<file path="config.mk">
export PLATFORM = sky130hd
export DESIGN_NAME = clint
export DESIGN_NICKNAME = d
export VERILOG_FILES = /design/src/rtl/clint_pkg.sv /design/src/rtl/clint_rtc.sv /design/src/rtl/clint.sv
export SDC_FILE = /design/constraint.sdc
export NUM_CORES = 1
export LEC_CHECK = 0
export CAP_MARGIN = 20
export CORE_ASPECT_RATIO = 2
export CORE_MARGIN = 1
export CORE_UTILIZATION = 58
export CTS_CLUSTER_DIAMETER = 200
export CTS_CLUSTER_SIZE = 10
export DETAILED_ROUTE_END_ITERATION = 12
export PLACE_DENSITY = 0.81
export SLEW_MARGIN = 25
export SYNTH_ARGS = -nofsm -noshare
export SYNTH_HDL_FRONTEND = slang
export SYNTH_SLANG_ARGS = --single-unit
</file>
<file path="constraint.sdc">
create_clock -name clk -period 3.4 [get_ports clk]
set_input_delay 0.34 -clock clk [delete_from_list [all_inputs] [get_ports clk]]
set_output_delay 0.34 -clock clk [all_outputs]
set_load 0.02 [all_outputs]
</file>
<file path="src/rtl/clint_pkg.sv">
// Shared definitions for the core-local interruptor: register offsets,
// reset constants, the register bundle type and the byte-lane merge helper.
package clint_pkg;

  localparam logic [15:0] clint_msip      = 16'h0000;
  localparam logic [15:0] clint_mtimecmp  = 16'h4000;
  localparam logic [15:0] clint_mtimecmph = 16'h4004;
  localparam logic [15:0] clint_mtime     = 16'hBFF8;
  localparam logic [15:0] clint_mtimeh    = 16'hBFFC;

  localparam logic [63:0] init_mtimecmp = '1;

  typedef struct packed {
    logic [63:0] mtime;
    logic [63:0] mtimecmp;
    logic        msip;
  } clint_reg_type;

  localparam clint_reg_type init_clint_reg = '{
    mtime:    '0,
    mtimecmp: init_mtimecmp,
    msip:     1'b0
  };

  function automatic logic [31:0] byte_merge(input logic [31:0] old_val,
                                             input logic [31:0] new_val,
                                             input logic [3:0]  strb);
    logic [31:0] res;
    res = old_val;
    for (int unsigned i = 0; i < 4; i++) begin
      if (strb[i]) res[8*i +: 8] = new_val[8*i +: 8];
    end
    return res;
  endfunction

endpackage

</file>
<file path="src/rtl/clint_rtc.sv">
// mtime prescaler: counts 0..clk_divider_rtc-1 and pulses tick on the terminal count.
module clint_rtc #(
  parameter logic [31:0] clk_divider_rtc = 32'd50
) (
  input  logic clk,
  input  logic rst,
  output logic tick
);

  logic [31:0] count;

  assign tick = (count == clk_divider_rtc - 32'd1);

  always_ff @(posedge clk or negedge rst) begin
    if (!rst) begin
      count <= '0;
    end else if (tick) begin
      count <= '0;
    end else begin
      count <= count + 32'd1;
    end
  end

endmodule

</file>
<file path="src/rtl/clint.sv">
// Core-local interruptor: memory-mapped mtime/mtimecmp/msip with a one-cycle
// registered bus response and registered timer/software interrupt outputs.
module clint
  import clint_pkg::*;
#(
  parameter logic [31:0] clk_divider_rtc = 32'd50
) (
  input  logic        clk,
  input  logic        rst,
  input  logic        clint_valid,
  input  logic [31:0] clint_addr,
  input  logic [31:0] clint_wdata,
  input  logic [3:0]  clint_wstrb,
  output logic [31:0] clint_rdata,
  output logic        clint_ready,
  output logic        timer_irpt,
  output logic        soft_irpt
);

  clint_reg_type r;
  clint_reg_type rin;

  logic        tick;
  logic        accept;
  logic        wr;
  logic [15:0] offset;
  logic [31:0] rdata_next;
  logic        unused_addr;

  clint_rtc #(
    .clk_divider_rtc(clk_divider_rtc)
  ) u_rtc (
    .clk  (clk),
    .rst  (rst),
    .tick (tick)
  );

  assign offset      = clint_addr[15:0];
  assign unused_addr = ^clint_addr[31:16];
  assign accept      = clint_valid & ~clint_ready;
  assign wr          = accept & (|clint_wstrb);

  always_comb begin
    rdata_next = '0;
    case (offset)
      clint_msip:      rdata_next = {31'b0, r.msip};
      clint_mtimecmp:  rdata_next = r.mtimecmp[31:0];
      clint_mtimecmph: rdata_next = r.mtimecmp[63:32];
      clint_mtime:     rdata_next = r.mtime[31:0];
      clint_mtimeh:    rdata_next = r.mtime[63:32];
      default:         rdata_next = '0;
    endcase
  end

  // Bus writes to mtime overlay the already-incremented value, so a write
  // coinciding with a tick keeps the increment in its unwritten bytes.
  always_comb begin
    rin       = r;
    rin.mtime = r.mtime + {63'b0, tick};
    if (wr) begin
      case (offset)
        clint_msip:      if (clint_wstrb[0]) rin.msip = clint_wdata[0];
        clint_mtimecmp:  rin.mtimecmp[31:0]  = byte_merge(r.mtimecmp[31:0], clint_wdata, clint_wstrb);
        clint_mtimecmph: rin.mtimecmp[63:32] = byte_merge(r.mtimecmp[63:32], clint_wdata, clint_wstrb);
        clint_mtime:     rin.mtime[31:0]     = byte_merge(rin.mtime[31:0], clint_wdata, clint_wstrb);
        clint_mtimeh:    rin.mtime[63:32]    = byte_merge(rin.mtime[63:32], clint_wdata, clint_wstrb);
        default:         ;
      endcase
    end
  end

  always_ff @(posedge clk or negedge rst) begin
    if (!rst) begin
      r           <= init_clint_reg;
      clint_ready <= 1'b0;
      clint_rdata <= '0;
      timer_irpt  <= 1'b0;
      soft_irpt   <= 1'b0;
    end else begin
      r           <= rin;
      clint_ready <= accept;
      clint_rdata <= accept ? rdata_next : '0;
      timer_irpt  <= (r.mtime >= r.mtimecmp);
      soft_irpt   <= r.msip;
    end
  end

endmodule

</file>
Yosys cells after proc, flatten, opt, wreduce, memory -nomap -nowiden
Index checks and enable logic that the tools add are counted.

$add $sub $neg: 2. Equal/unequal tests: 5. $lt $le $gt $ge: 1. Bitwise gates (word level): 3. Muxes and demuxes: 26. Reduce and logical (&&, ||, !) cells: 11.

Operators with widths (count): 2-to-1 mux 32 bit (6); case mux 32 bit (5 select lines) (1); 2-to-1 mux 129 bit (1); 2-to-1 mux 8 bit (16); adder 64 x 1 -> 64 bit (1); >= comparator 64 bit (1); adder 32 x 1 -> 32 bit (second input constant) (1); equality test 16 x 15 -> 1 bit (second input constant) (2); equality test 16 bit (second input constant) (2); equality test 32 x 6 -> 1 bit (second input constant) (1); AND reduction 3 bit (9); zero test 16 bit (1); OR reduction 4 bit (1); bitwise AND 1 bit (2); 2-to-1 mux 1 bit (2); inverter 1 bit (1).

Input port bits: 71. Word-level logic and storage cells: 63. Register bits after elaboration: 196. Output and inout port bits: 35.

Logic depth before layout (Yosys ltp)
Depth after elaboration: 5. Gate-level depth with buffers: 15. Gate-level depth less buffers: 14.

Modules after synthesis
Synthesis repeated with hierarchy kept, for this count alone.

Cell total of the unflattened synthesis: 1158. Area, all modules: 11079.4 µm².

Modules (own cells, without submodules): clint (cells an instance 1018, area an instance 9572.9 µm², times used 1, seq. area each 4184.0 µm²); clint_rtc (cells an instance 140, area an instance 1506.4 µm², times used 1, seq. area each 800.8 µm²).

Worst setup path after synthesis
Ideal clock, no wire load.

Path type: reg-to-reg. From: register u_rtc.count[1]. To: register r[121] (netlist bit). Library setup time: 0.077 ns. Path buffers: 1. Path slack: 0.537 ns. Period minus slack after synthesis: 2.863 ns. Stages on the path, launching flop included: 16. Data required time: 3.323 ns. Data arrival time: 2.785 ns. Cells stage by stage: dfrtp_1 -> inv_1 -> ha_1 -> nor4b_1 -> nand4_1 -> nor2_1 -> ha_1 -> ha_1 -> nand2_1 -> nor3_4 -> and3_1 -> and2_1 -> buf_4 -> nand4_1 -> xor2_1 -> a21oi_1.

RTL lines: from (decl) (line clint_rtc.sv:10) `logic [31:0] count;`; from (signal assigned) (line clint_rtc.sv:20) `count <= count + 32'd1;`; to (signal assigned) (line clint.sv:74) `r <= init_clint_reg;`; to (signal assigned) (line clint.sv:80) `r <= rin;`; to (decl) (line clint.sv:20) `clint_reg_type r;`.

==> summary.md <==
| Metric | Value |
|---|---|
| Run status | `finished with violations` |
| Failing checks | `negative hold slack` |
| DRT iter0 DRCs | `293` |
| Hold Violations, Final | `11` |
| CTS max path bufs | `2` |
| DRT antenna net count | `0` |
| Fmax | `310 MHz` |
| Hold buffers post-CTS | `0` |
| Fraction of power consumed by sequential logic | `51.7%` |
| Final Setup Violations | `0` |
| CTS Buf Count | `17` |
| Synth cell count leaders | `dfrtp_1, nor2_1, a21oi_1, inv_1, nand2_1` |
| IO Pins | `106` |
| Compound-Gate Fraction of Synth Area | `7.95%` |
| Worst EP required | `3.76 ns` |
| Kind of critical path | `flop to flop` |
| Row count | `71` |
| Largest family of logic cells by synthesized area | `simple AND/OR/NAND/NOR gates` |
| XOR/XNOR Fraction of Synth Area | `7.25%` |
| Vias per cell | `5.96` |
| Max Slew Vio Count | `0` |
| Die X | `99.9 µm` |
| Initial Util | `59.0%` |
| Startpoint types | `flop` |
| P&R area growth vs syn | `16.2%` |
| Slew @ Worst Pin | `0.865 ns` |
| Fraction of synthesized area in multiplexers | `12.7%` |
| Post_cts resized | `0` |
| Number of global-route vias before repair | `9025` |
| Register bit total from synthesis | `196` |
| Sw power | `1130 µW` |
| Clock Power Share | `43.8%` |
| HP Class | `primary input to async pin` |
| Buf/Inv on CP | `1` |
| Cell variety after synth | `47` |
| Core Region | `18800 µm²` |
| Syn Area/Cell | `10.2 µm²` |
| Period minus WS final | `3.22 ns` |
| Max-cap viol count | `0` |
| GRT Util Overall | `30.7%` |
| FILL cells | `1453` |
| Syn Std Cell Area | `11100 µm²` |
| Comb pwr share | `4.5%` |
| Share of layout cells above drive strength 1 | `16.3%` |
| DR pass1 iterations | `5` |
| Unrepaired setup endpoints after global routing | `no` |
| Mean routed wirelength per cell | `19.6 µm` |
| Biggest cell delay along the critical path | `0.44 ns` |
| Async SR Flop Fraction | `100%` |
| ANT cells | `0` |
| Grt ovf | `0` |
| DP Area | `12400 µm²` |
| First-pass GRT wire length | `45500 µm` |
| Post-synth EDFFs | `0` |
| Sw frac | `25.0%` |
| Largest net degree at the start of global routing | `100` |
| Post-route total power | `4520 µW` |
| Crit end category | `flop` |
| Crit Path Max Fanout | `8` |
| Synth Warn # | `0` |
| Number of setup buffers added after CTS | `0` |
| Drt total wl | `28500 µm` |
| Die area | `19800 µm²` |
| DP Wirelength | `21100 µm` |
| Internal power | `3390 µW` |
| Headroom to the max-slew limit | `42.4%` |
| Fin crit share | `94.9%` |
| Die Span Y | `198 µm` |
| Most used DFF post-synth | `dfrtp_1` |
| Slowest CP cell | `nor4_1` |
| Clock latency on the worst-skew pair | `0.45 ns` |
| Critical Path AT | `3.58 ns` |
| Syn nets | `1230` |
| Final nets | `1325` |
| DRC | `0` |
| Fin cells | `1454` |
| Dpl cells | `1422` |
| Synth top area cells | `dfrtp_1, dfstp_2, ha_1` |
| Leakage | `0.00533 µW` |
| Yosys top cell area share | `29.7%` |
| Final instance area | `12900 µm²` |
| TritonCTS Sinks | `196` |
| Max VDD drop | `0.348 mV` |
| Critical path cell sequence | `nor4_1 -> nand4_1 -> nor2_1 -> ha_1 -> ha_1 -> nand2_1 -> nor3_4 -> and3_1 -> and2_1 -> buf_12 -> nand3_1 -> xor2_1 -> a21oi_1` |
| Initial antenna violation count | `0` |
| Hold_ws | `-0.0782 ns` |
| TritonCTS clock tree | `built` |
| Delay-heaviest family, CP | `simple AND/OR/NAND/NOR gates` |
| GP Congestion | `0.907` |
| Post-synth top area cell | `dfrtp_1` |
| Pwr/cell area | `350 nW/µm²` |
| PortBufs | `89` |
| Clock Skew | `0.0108 ns` |
| Cell mode on critical path | `ha_1` |
| Multi-input gate area | `5710 µm²` |
| Most common cell in the netlist | `dfrtp_1` |
| Setup TNS | `0 ns` |
| Simple-Gate Fraction of Synth Area | `15.9%` |
| Register area | `4980 µm²` |
| Sequential share of the synthesized area | `44.8%` |
| Clk slew on worst S/H paths | `0.07 ns` |
| Adder-cell share of the synthesized area | `7.65%` |
| Root Buffer | `clkbuf_16` |
| Via count | `8659` |
| H-tree Lvls | `4` |
| Cell count after synthesis | `1091` |
-- power by group through the flow --
stage | registers [µW] | logic (µW) | clock network, µW
floorplan | 2380 | 48.6 | 0
global placement | 2380 | 202 | 0
detailed placement | 2380 | 204 | 0
CTS | 2340 | 205 | 2000
global route | 2340 | 220 | 2080
finish | 2340 | 202 | 1980
-- per-stage QoR --
step | util, % | hold slack, ns | setup slack, ns
after floorplan | - | 0.0444 | 0.537
after global placement | 65.6 | 0.390 | 0.201
after detailed placement | 65.6 | 0.395 | 0.124
after CTS | 68.6 | 0.00179 | 0.104
after global routing | 68.6 | 0.0365 | 0.00564
final | 68.6 | -0.0782 | 0.175
-- layer usage --
layer  track usage, %  part of all wire, %
met1             30.7                   34
met2             56.1                   55
met3             4.84                  3.7
met4             22.3                  7.1
met5                0                    0
-- final cells by class --
class                   instances  share of cell area (%)
clock buffers                  17                    3.29
clock inverters                15                    1.08
inverters                      75                    2.18
multi-input cells             789                    44.2
flip-flops and latches        196                    38.6
well taps                     255                    2.47
repair buffers                107                    8.15
-- flip-flops by register name (all words and copies together) (netlist names) --
signal / cells
u_rtc.count: 32
soft_irpt: 1
clint_rdata: 32
timer_irpt: 1
r: 129
clint_ready: 1
-- final timing paths --
kind                                            from  slack [ns]  cells past startpoint                       end
min in group clk                    r[0]$_DFFE_PN0P_        0.42                      0       soft_irpt$_DFF_PN0_
min reg2reg                         r[0]$_DFFE_PN0P_        0.42                      0       soft_irpt$_DFF_PN0_
max in group asynchronous                        rst        2.45                      2         r[63]$_DFFE_PN1P_
max reg2reg                u_rtc.count[24]$_DFF_PN0_        0.18                     13          r[127]$_DFF_PN0_
max                        u_rtc.count[24]$_DFF_PN0_        0.18                     13          r[127]$_DFF_PN0_
min                                              rst       -0.08                      1  clint_rdata[1]$_DFF_PN0_
-- layout by cell type (no fill, tap or decap), drive strengths merged, types with 3 or more instances in the layout --
master,count
a21o,8
a21oi,75
and2,8
and3,19
and4,7
buf,19
clkbuf,18
clkdlybuf4s50,87
clkinv,4
dfrtp,132
dfstp,64
ha,68
inv,86
mux2,69
mux2i,63
nand2,69
nand3,45
nand4,42
nor2,121
nor2b,3
nor3,18
nor4,15
o21ai,18
o22a,31
xnor2,47
xor2,45
-- kinds of logic after synthesis --
| logic type | after synthesis |
|---|---|
| flip-flops | 196 |
| multiplexers | 132 |
| XOR/XNOR | 92 |
| buffers and inverters | 106 |
| adder cells (fa/ha/maj) | 68 |
| AND/OR/NAND/NOR | 355 |
| AO/OA/AOI/OAI | 142 |
Note: power is estimated with default switching activity, not from simulation.
